<file path="src/rtl/cache_wb_buffer.sv">
// Write-back buffer between the cache line port and main memory: a FIFO of dirty lines with coalescing and read forwarding.
// Latency: c_gnt one cycle after an accepted write or a buffer read hit; a read miss completes one cycle after m_gnt.
// Backpressure: writes get no c_gnt while full or while matching the draining head; requests are ignored during the c_gnt cycle.
// Build option: define WBUF_STATS_EN to add saturating fwd_cnt / coalesce_cnt / full_stall_cnt outputs.
module cache_wb_buffer #(
  parameter int LINE_ADDR_LEN = 3,
  parameter int ADDR_LEN      = 15,
  parameter int DEPTH         = 4
) (
  input  logic                              clk,
  input  logic                              rst,
  input  logic [ADDR_LEN-1:0]               c_addr,
  input  logic                              c_rd_req,
  input  logic                              c_wr_req,
  input  logic [(32<<LINE_ADDR_LEN)-1:0]    c_wr_line,
  output logic [(32<<LINE_ADDR_LEN)-1:0]    c_rd_line,
  output logic                              c_gnt,
  output logic [ADDR_LEN-1:0]               m_addr,
  output logic                              m_rd_req,
  output logic                              m_wr_req,
  output logic [(32<<LINE_ADDR_LEN)-1:0]    m_wr_line,
  input  logic [(32<<LINE_ADDR_LEN)-1:0]    m_rd_line,
`ifdef WBUF_STATS_EN
  output logic [15:0]                       fwd_cnt,
  output logic [15:0]                       coalesce_cnt,
  output logic [15:0]                       full_stall_cnt,
`endif
  input  logic                              m_gnt
);

  localparam int LINE_W = 32 << LINE_ADDR_LEN;
  localparam int PTR_W  = $clog2(DEPTH);
  localparam int CNT_W  = PTR_W + 1;
  localparam logic [CNT_W-1:0] FULL = CNT_W'(DEPTH);

  typedef enum logic [1:0] {M_IDLE, M_READ, M_DRAIN} mstate_t;

  // Buffer storage; an entry is valid between head (oldest) and tail.
  logic [DEPTH-1:0]    ent_vld;
  logic [ADDR_LEN-1:0] ent_addr [DEPTH];
  logic [LINE_W-1:0]   ent_line [DEPTH];
  logic [PTR_W-1:0]    head, tail;
  logic [CNT_W-1:0]    count;

  // Outstanding read miss waiting for the memory port.
  logic                rd_pend;
  logic [ADDR_LEN-1:0] rd_addr;

  mstate_t mstate, mstate_nxt;

  logic                hit;
  logic [PTR_W-1:0]    hit_idx;
  logic                req_ok, wr_sel, rd_sel, head_busy;
  logic                wr_coalesce, wr_push, wr_full_stall;
  logic                rd_hit, rd_miss, rd_done, rd_want, pop;
  logic [ADDR_LEN-1:0] rd_want_addr;
  logic                m_rd_req_nxt, m_wr_req_nxt;
  logic [ADDR_LEN-1:0] m_addr_nxt;
  logic [LINE_W-1:0]   m_wr_line_nxt;

  // Address match against all valid entries; addresses are unique so at most one hits.
  always_comb begin
    hit     = 1'b0;
    hit_idx = '0;
    for (int i = 0; i < DEPTH; i++) begin
      if (ent_vld[i] && (ent_addr[i] == c_addr)) begin
        hit     = 1'b1;
        hit_idx = PTR_W'(i);
      end
    end
  end

  // Cache-side request decode; nothing is accepted during c_gnt or while a read miss is outstanding.
  always_comb begin
    req_ok        = !c_gnt && !rd_pend;
    wr_sel        = req_ok && c_wr_req;
    rd_sel        = req_ok && c_rd_req && !c_wr_req;
    head_busy     = (mstate == M_DRAIN) && hit && (hit_idx == head);
    wr_coalesce   = wr_sel && hit && !head_busy;
    wr_push       = wr_sel && !hit && (count != FULL);
    wr_full_stall = wr_sel && !hit && (count == FULL);
    rd_hit        = rd_sel && hit;
    rd_miss       = rd_sel && !hit;
    pop           = (mstate == M_DRAIN) && m_gnt;
    rd_done       = (mstate == M_READ) && m_gnt;
    rd_want       = rd_pend || rd_miss;
    rd_want_addr  = rd_pend ? rd_addr : c_addr;
  end

  // Memory FSM next state and next registered memory-port outputs; read misses win over draining.
  always_comb begin
    mstate_nxt    = mstate;
    m_rd_req_nxt  = m_rd_req;
    m_wr_req_nxt  = m_wr_req;
    m_addr_nxt    = m_addr;
    m_wr_line_nxt = m_wr_line;
    case (mstate)
      M_IDLE: begin
        if (rd_want) begin
          mstate_nxt   = M_READ;
          m_rd_req_nxt = 1'b1;
          m_addr_nxt   = rd_want_addr;
        end else if (count != '0) begin
          mstate_nxt   = M_DRAIN;
          m_wr_req_nxt = 1'b1;
          m_addr_nxt   = ent_addr[head];
          // A coalesce into the head in this same cycle must reach memory, not the stale line.
          m_wr_line_nxt = (wr_coalesce && (hit_idx == head)) ? c_wr_line : ent_line[head];
        end
      end
      M_READ: begin
        if (m_gnt) begin
          mstate_nxt   = M_IDLE;
          m_rd_req_nxt = 1'b0;
        end
      end
      M_DRAIN: begin
        if (m_gnt) begin
          mstate_nxt   = M_IDLE;
          m_wr_req_nxt = 1'b0;
        end
      end
      default: begin
        mstate_nxt   = M_IDLE;
        m_rd_req_nxt = 1'b0;
        m_wr_req_nxt = 1'b0;
      end
    endcase
  end

  // Memory FSM state and registered memory-port outputs.
  always_ff @(posedge clk or negedge rst) begin
    if (!rst) begin
      mstate    <= M_IDLE;
      m_rd_req  <= 1'b0;
      m_wr_req  <= 1'b0;
      m_addr    <= '0;
      m_wr_line <= '0;
    end else begin
      mstate    <= mstate_nxt;
      m_rd_req  <= m_rd_req_nxt;
      m_wr_req  <= m_wr_req_nxt;
      m_addr    <= m_addr_nxt;
      m_wr_line <= m_wr_line_nxt;
    end
  end

  // FIFO storage: push at tail, coalesce in place, pop the head when its drain is granted.
  always_ff @(posedge clk or negedge rst) begin
    if (!rst) begin
      ent_vld <= '0;
      head    <= '0;
      tail    <= '0;
      count   <= '0;
      for (int i = 0; i < DEPTH; i++) begin
        ent_addr[i] <= '0;
        ent_line[i] <= '0;
      end
    end else begin
      if (wr_push) begin
        ent_vld[tail]  <= 1'b1;
        ent_addr[tail] <= c_addr;
        ent_line[tail] <= c_wr_line;
        tail           <= tail + 1'b1;
      end
      if (wr_coalesce) begin
        ent_line[hit_idx] <= c_wr_line;
      end
      if (pop) begin
        ent_vld[head] <= 1'b0;
        head          <= head + 1'b1;
      end
      case ({wr_push, pop})
        2'b10:   count <= count + 1'b1;
        2'b01:   count <= count - 1'b1;
        default: count <= count;
      endcase
    end
  end

  // Cache-side completion: gnt pulse, returned line and read-miss bookkeeping.
  always_ff @(posedge clk or negedge rst) begin
    if (!rst) begin
      c_gnt     <= 1'b0;
      c_rd_line <= '0;
      rd_pend   <= 1'b0;
      rd_addr   <= '0;
    end else begin
      c_gnt <= wr_coalesce || wr_push || rd_hit || rd_done;
      if (rd_hit) begin
        c_rd_line <= ent_line[hit_idx];
      end else if (rd_done) begin
        c_rd_line <= m_rd_line;
      end
      if (rd_miss) begin
        rd_pend <= 1'b1;
        rd_addr <= c_addr;
      end else if (rd_done) begin
        rd_pend <= 1'b0;
      end
    end
  end

`ifdef WBUF_STATS_EN
  // Saturating event counters for forwards, coalesces and full-stall cycles.
  always_ff @(posedge clk or negedge rst) begin
    if (!rst) begin
      fwd_cnt        <= '0;
      coalesce_cnt   <= '0;
      full_stall_cnt <= '0;
    end else begin
      if (rd_hit && (fwd_cnt != 16'hFFFF)) begin
        fwd_cnt <= fwd_cnt + 16'd1;
      end
      if (wr_coalesce && (coalesce_cnt != 16'hFFFF)) begin
        coalesce_cnt <= coalesce_cnt + 16'd1;
      end
      if (wr_full_stall && (full_stall_cnt != 16'hFFFF)) begin
        full_stall_cnt <= full_stall_cnt + 16'd1;
      end
    end
  end
`endif

endmodule
</file>
<file path="config.mk">
export PLATFORM = sky130hd
export DESIGN_NAME = cache_wb_buffer
export DESIGN_NICKNAME = d
export VERILOG_FILES = /design/src/rtl/cache_wb_buffer.sv
export SDC_FILE = /design/constraint.sdc
export NUM_CORES = 2
export LEC_CHECK = 0
export CELL_PAD_IN_SITES_DETAIL_PLACEMENT = 1
export CELL_PAD_IN_SITES_GLOBAL_PLACEMENT = 1
export CORE_ASPECT_RATIO = 1.75
export CORE_MARGIN = 8
export CORE_UTILIZATION = 42
export CTS_BUF_LIST = sky130_fd_sc_hd__clkbuf_4
export DETAILED_ROUTE_END_ITERATION = 10
export GPL_ROUTABILITY_DRIVEN = 0
export PLACE_DENSITY = 0.78
export SLEW_MARGIN = 15
export SYNTH_ARGS = -nofsm -noshare
export SYNTH_HDL_FRONTEND = slang
export SYNTH_SLANG_ARGS = --single-unit
</file>
<file path="constraint.sdc">
create_clock -name clk -period 2.9 [get_ports clk]
set_input_delay 0.87 -clock clk [delete_from_list [all_inputs] [get_ports clk]]
set_output_delay 0.87 -clock clk [all_outputs]
set_load 0.05 [all_outputs]
</file>
* Word level (Yosys, flattened, before mapping)
Index checks and enable logic that the tools add are counted.
Word-level totals: register bits after elaboration 1643, bits of input ports 532, output and inout port bits 530, word-level logic and storage cells 156
Cells by class: add/subtract/negate cells 4, order comparisons 9, equal/unequal tests 17, multiplexer cells 52, bitwise logic cells 9, reductions and logical operators 44
Operators with widths (number):
- $mux W256 | 9
- $bwmux W1024 | 2
- $mux W1024 | 2
- $bmux W256 S2 | 2
- $demux W256 S2 | 2
- $mux W15 | 6
- $bwmux W60 | 1
- $eq A15 B15 Y1 | 4
- $bmux W15 S2 | 1
- $demux W15 S2 | 1
- $logic_and A1 B1 Y1 | 23
- $mux W1 | 13
- $mux W2 | 5
- $ne A2 B2 Y1 const B | 5
- $ge A3 B3 Y1 const B | 3
- $not A2 Y3 | 3
- $mux W4 | 2
- $reduce_bool A2 Y1 | 4
- $lt A2 B3 Y1 const B | 2
- $lt A3 B1 Y1 const B | 2
- $ne A3 B3 Y1 const B | 2
- $pmux W1 S3 | 2
- $pmux W3 S2 | 1
- $reduce_and A3 Y1 | 2
- 21 further kinds | 36

* Depth between registers and ports, before layout
word-level depth 13, depth in mapped cells 14, depth with buffers taken out 12

* Least setup slack after synthesis
OpenSTA, ideal clock, no wires.
path type input to register, from input c_addr[3], to register count[2], library setup time 0.079 ns, arrival time 3.423 ns, data required time 2.821 ns, setup slack -0.602 ns, stages on the path 14, path buffers 2, cell sequence buf_2 -> xnor2_1 -> nand4_1 -> nor4_4 -> nor4_4 -> and2_1 -> buf_2 -> inv_1 -> ha_1 -> inv_1 -> fa_1 -> xor2_1 -> nor2_1 -> xor2_1
On the way: cells in the longest elaborated chain, start to end 11, elaborated cells on any way between the ends 19, classes of those cells 6 x eq/ne; 5 x mux; 8 x reduce/logical
Ends and longest elaborated chain:
- start, declared | RTL line 12 | input logic [ADDR_LEN-1:0] c_addr,
- $eq A15 B15 Y1 | RTL line 66 | if (ent_vld[i] && (ent_addr[i] == c_addr)) begin
- $logic_and A1 B1 Y1 | RTL line 66
- $mux W1 (3 in series) | RTL line 66
- $mux W1 * | RTL line 66
- $logic_not A1 Y1 * | RTL line 80 | wr_push = wr_sel && !hit && (count != FULL);
- $logic_and A1 B1 Y1 *
- $logic_and A1 B1 Y1 * | RTL line 80
- $eq A2 B1 Y1 / $eq A2 B2 Y1 (equally long branches) | RTL line 173 | case ({wr_push, pop})
- $pmux W3 S2 / $reduce_bool A2 Y1 (equally long branches)
- end signal, assigned | RTL line 174 | 2'b10: count <= count + 1'b1;
- end signal, assigned | RTL line 175 | 2'b01: count <= count - 1'b1;
- end signal, assigned | RTL line 176 | default: count <= count;
- end, declared | RTL line 43 | logic [CNT_W-1:0] count;
Mark *: on every way between the ends. The rest lies on a longest branch, timed or not. A chain may end at the register's enable or synchronous reset.

* Worst setup path in the final report
from input c_addr[6], to register m_wr_line[78]
On the way: cells in the longest elaborated chain, start to end 12, elaborated cells on any way between the ends 28, classes of those cells 5 x eq/ne; 8 x mux; 1 x bitwise; 14 x reduce/logical
Ends and longest elaborated chain:
- $eq A15 B15 Y1 | RTL line 66
- $logic_and A1 B1 Y1 | RTL line 66
- $mux W1 (4 in series) | RTL line 66
- $logic_and A1 B1 Y1 (2 in series) | RTL line 78 | head_busy = (mstate == M_DRAIN) && hit && (hit_idx == head);
- $logic_not A1 Y1 | RTL line 79 | wr_coalesce = wr_sel && hit && !head_busy;
- $logic_and A1 B1 Y1 | RTL line 79
- $logic_and A1 B1 Y1 | RTL line 108 | m_wr_line_nxt = (wr_coalesce && (hit_idx == head)) ? c_wr_line : ent_line[head];
- $mux W256 | RTL line 108
- end signal, assigned | RTL line 144 | m_wr_line <= m_wr_line_nxt;
- end, declared | RTL line 21 | output logic [(32<<LINE_ADDR_LEN)-1:0] m_wr_line,
Parallel ways exist; a longest one is shown, timed or not.

==> results.py <==
metrics = {
    "outcome": {
        "outcome": "complete, but fails checks",
        "violations": "negative setup slack",
    },
    "placed_design": {
        "io_buffers": 1061,
        "pre_cts_slack_ns": -1.76,
        "dp_hpwl_mm": 224,
        "placed_area_um2": 97200,
    },
    "power": {
        "p_leak_nw": 46.4,
        "max-vdd-ir-drop_mv": 0.847,
        "power_density_nw_per_um2": 1200,
    },
    "drt": {
        "drc": 0,
        "wl_met2_mm": 170,
        "drt_iter0_drc": 5260,
        "met3WireLength_mm": 26.2,
        "first_pass_iters": 5,
        "wirelength_mm": 338,
        "dr_total_vias": 65930,
        "viasPerCell": 6.21,
        "top_layer": "met5",
        "met1_length_mm": 119,
        "drtAntennaViolNets": 0,
        "wl_per_cell_um": 31.8,
    },
    "final_layout": {
        "drive_gt1_share_pct": 31.3,
        "fin_util_pct": 55.3,
        "fin_nets": 8388,
        "area_delta_synth_final_pct": 30.9,
        "design_area_um2": 103000,
    },
    "timing": {
        "fin_ws_ns": -0.497,
        "final-setup-viol-count": 1549,
        "final-hold-violation-count": 0,
        "finalCriticalPeriod_ns": 3.40,
        "drv_slew": 0,
        "rsz0062_at_grt": "yes",
        "fin_crit_sh_pct": 117,
        "hold_ws_ns": 0.245,
        "max-slew-margin-rel_pct": 35.1,
        "worstMarginPinSlew_ns": 0.974,
        "finalClockSkew_ns": 0.0900,
        "max_freq_mhz": 294,
    },
    "synthesis": {
        "synth_compound_area_share_pct": 11.3,
        "synth_edf_count": 0,
        "synth_fa_ha_area_share_pct": 0.216,
        "synth_common_cells": "dfrtp_1, mux2_1, nand2_1",
        "synthMuxAreaShare_pct": 26.5,
        "synthMostInstantiatedCell": "dfrtp_1",
        "syn_inst": 6229,
        "syn_nets": 6774,
        "synthSimpleGateAreaFrac_pct": 5.78,
        "yosysTopAreaCell": "dfrtp_1",
        "synth.yosys.seq_area_share_pct": 52.1,
        "synth_xor_area_share_pct": 0.721,
        "syn_area_per_cell_um2": 12.7,
        "synth_top_area_share_pct": 52.1,
        "yosys_warnings": 0,
        "synth_area_um2": 78900,
        "synth_seq_cells": 1643,
        "async_reset_ff_share_pct": 100,
        "ys_top_cells_by_area": "dfrtp_1, mux2_1, mux4_2",
        "synth_top_family_by_area": "multiplexers",
        "synth_ff_type": "dfrtp_1",
        "ys_types": 49,
    },
    "grt": {
        "grt_usage_pct": 31.1,
        "grt_pass1_vias": 71773,
        "grt-ovfl-total": 0,
        "grt_pass1_wl_mm": 481,
        "grt_max_degree": 126,
        "antenna_found_initial": 51,
    },
    "cts": {
        "root_buffer": "clkbuf_4",
        "clk_path_buf_depth": 4,
        "cts-buffers-inserted": 390,
        "h-tree-depth": 5,
        "clock_sinks": 1643,
        "clkTransAtPathRegs_ns": 0.07,
        "cts_tree": "yes",
        "clk_latency_ns": 1.20,
    },
    "floorplan": {
        "die-area_um2": 203000,
        "pin_count": 1062,
        "initial_core_util_pct": 42.3,
        "die_w_um": 344,
        "core_um2": 187000,
        "num_rows": 210,
        "die_height_um": 590,
    },
    "worst_setup_path": {
        "path_cells": "clkdlybuf4s50_1 > buf_4 > buf_4 > xnor2_1 > nand4_1 > nor4_2 > buf_4 > nor4_4 > a2111oi_4 > buf_6 > buf_12 > buf_12 > buf_8 > mux2i_2 > buf_4 > o21ai_2",
        "startpoint_type": "input port",
        "max_stage_delay_ns": 0.56,
        "critPathRequiredTime_ns": 3.98,
        "critPathBufInv": 9,
        "cpMostUsedCell": "buf_4",
        "slowest_stage": "clkdlybuf4s50_1",
        "path_class": "input port to flop",
        "end_kind": "flop",
        "crit_family": "buffers and inverters",
        "cp_max_fo": 7,
        "arrival_ns": 4.47,
    },
    "job": {
        "maxCapViolCount": 0,
    },
    "hold_path": {
        "hp-class": "input port to async pin",
    },
}
path summary, 6_finish.rpt:
path,startpoint,cells after the start,slack (ns),endpoint
worst min-delay path,rst,2,0.24,count[1]
worst max register to register,ent_addr[2],11,-0.48,ent_line[669]
min in group clk,m_gnt,4,0.36,c_rd_line[196]
worst min register to register,m_wr_line[163],2,0.48,m_wr_line[163]
worst max-delay path,c_addr[6],16,-0.50,m_wr_line[78]
max in group asynchronous,rst,3,1.52,c_rd_line[135]
repair_timing:
item	in CTS	in global routing
gates cloned	19	26
pin swaps	10	9
gates resized for setup	2899	198
hold buffers	1	0
hold endpoints to repair	643	0
setup buffers	29	64
endpoints found under the setup margin	2061	1563
stage by stage:
stage                     std cells  setup TNS [ns]  power [W]
final                         10611         -494.66      0.124
after global routing          10599         -671.77      0.129
after CTS                     10490         -375.25      0.121
after detailed placement       9763        -2265.02      0.102
after global placement         9763        -2274.21     0.0995
after floorplan                6229         -580.73     0.0782
report_power, final:
part | internal, W | switching (W)
Sequential | 0.0340 | 0.00989
Clock | 0.00946 | 0.0102
Combinational | 0.0258 | 0.0344
Total | 0.0693 | 0.0546
cells in the final DEF, fill, tap and decap left out, drive strengths merged, types with 3 or more instances in the layout:
master	synthesis	layout
a21oi	12	12
clkbuf	382	590
nand2	641	641
dfrtp	1643	1643
and4	5	5
diode	0	41
mux2	1078	1078
nor4	8	8
xnor2	63	63
a31oi	259	259
and2	4	4
ha	12	12
o21ai	534	534
nand4	29	29
clkdlybuf4s50	0	529
buf	192	1238
mux2i	266	266
clkinv	0	101
nor4b	3	3
nor2	10	10
or4	3	3
bufinv	0	6
clkinvlp	0	5
a221o	256	256
inv	14	19
and3	265	265
nor3	5	5
mux4	271	271
nor2b	3	3
a211oi	256	256
worst register-to-register path: stages, from the launching register on:
cell	delay (ns)
dfrtp_1	0.42
xnor2_2	0.25
nand4_1	0.20
or4_4	0.63
nand2_4	0.09
o32ai_4	0.08
nor3_4	0.35
buf_4	0.19
a22o_4	0.17
buf_12	0.23
buf_12	0.25
mux2_1	0.35
layer usage:
metal | track usage, % | vias to the layer above
met3 | 7.26 | 983
met4 | 18.2 | 40
met2 | 53.0 | 3491
met1 | 35.6 | 34431
met5 | 0 | -
li1 | - | 26985
logic make-up (layout without fill, tap and decap cells):
| family | Yosys count | count (layout) |
|---|---|---|
| xor gates and xnor gates | 65 | 65 |
| DFF | 1643 | 1643 |
| AOI/OAI and AO/OA | 1325 | 1325 |
| other | 0 | 41 |
| muxes | 1615 | 1615 |
| buffers and inverters | 588 | 2491 |
| and+or+nand+nor | 980 | 980 |
| adders and majority gates | 13 | 13 |
state kept, by name (all words and copies together) (netlist names):
name       count
c_gnt          1
c_rd_line    256
count          3
ent_addr      60
ent_line    1024
ent_vld        4
head           2
m_addr        15
m_rd_req       1
m_wr_line    256
m_wr_req       1
mstate         2
rd_addr       15
rd_pend        1
tail           2
cell type report:
type                            count  area [um2]
Inverter                           14        52.6
Tap cell                         2438        3050
Clock buffer                      564        4230
Multi-Input combinational cell   3998       36900
Timing Repair Buffer             1796       17200
Clock inverter                    117         654
Antenna cell                       41         103
Sequential cell                  1643       41200
Fill cell                       19089       83500
Note: power is estimated with default switching activity, not from simulation.
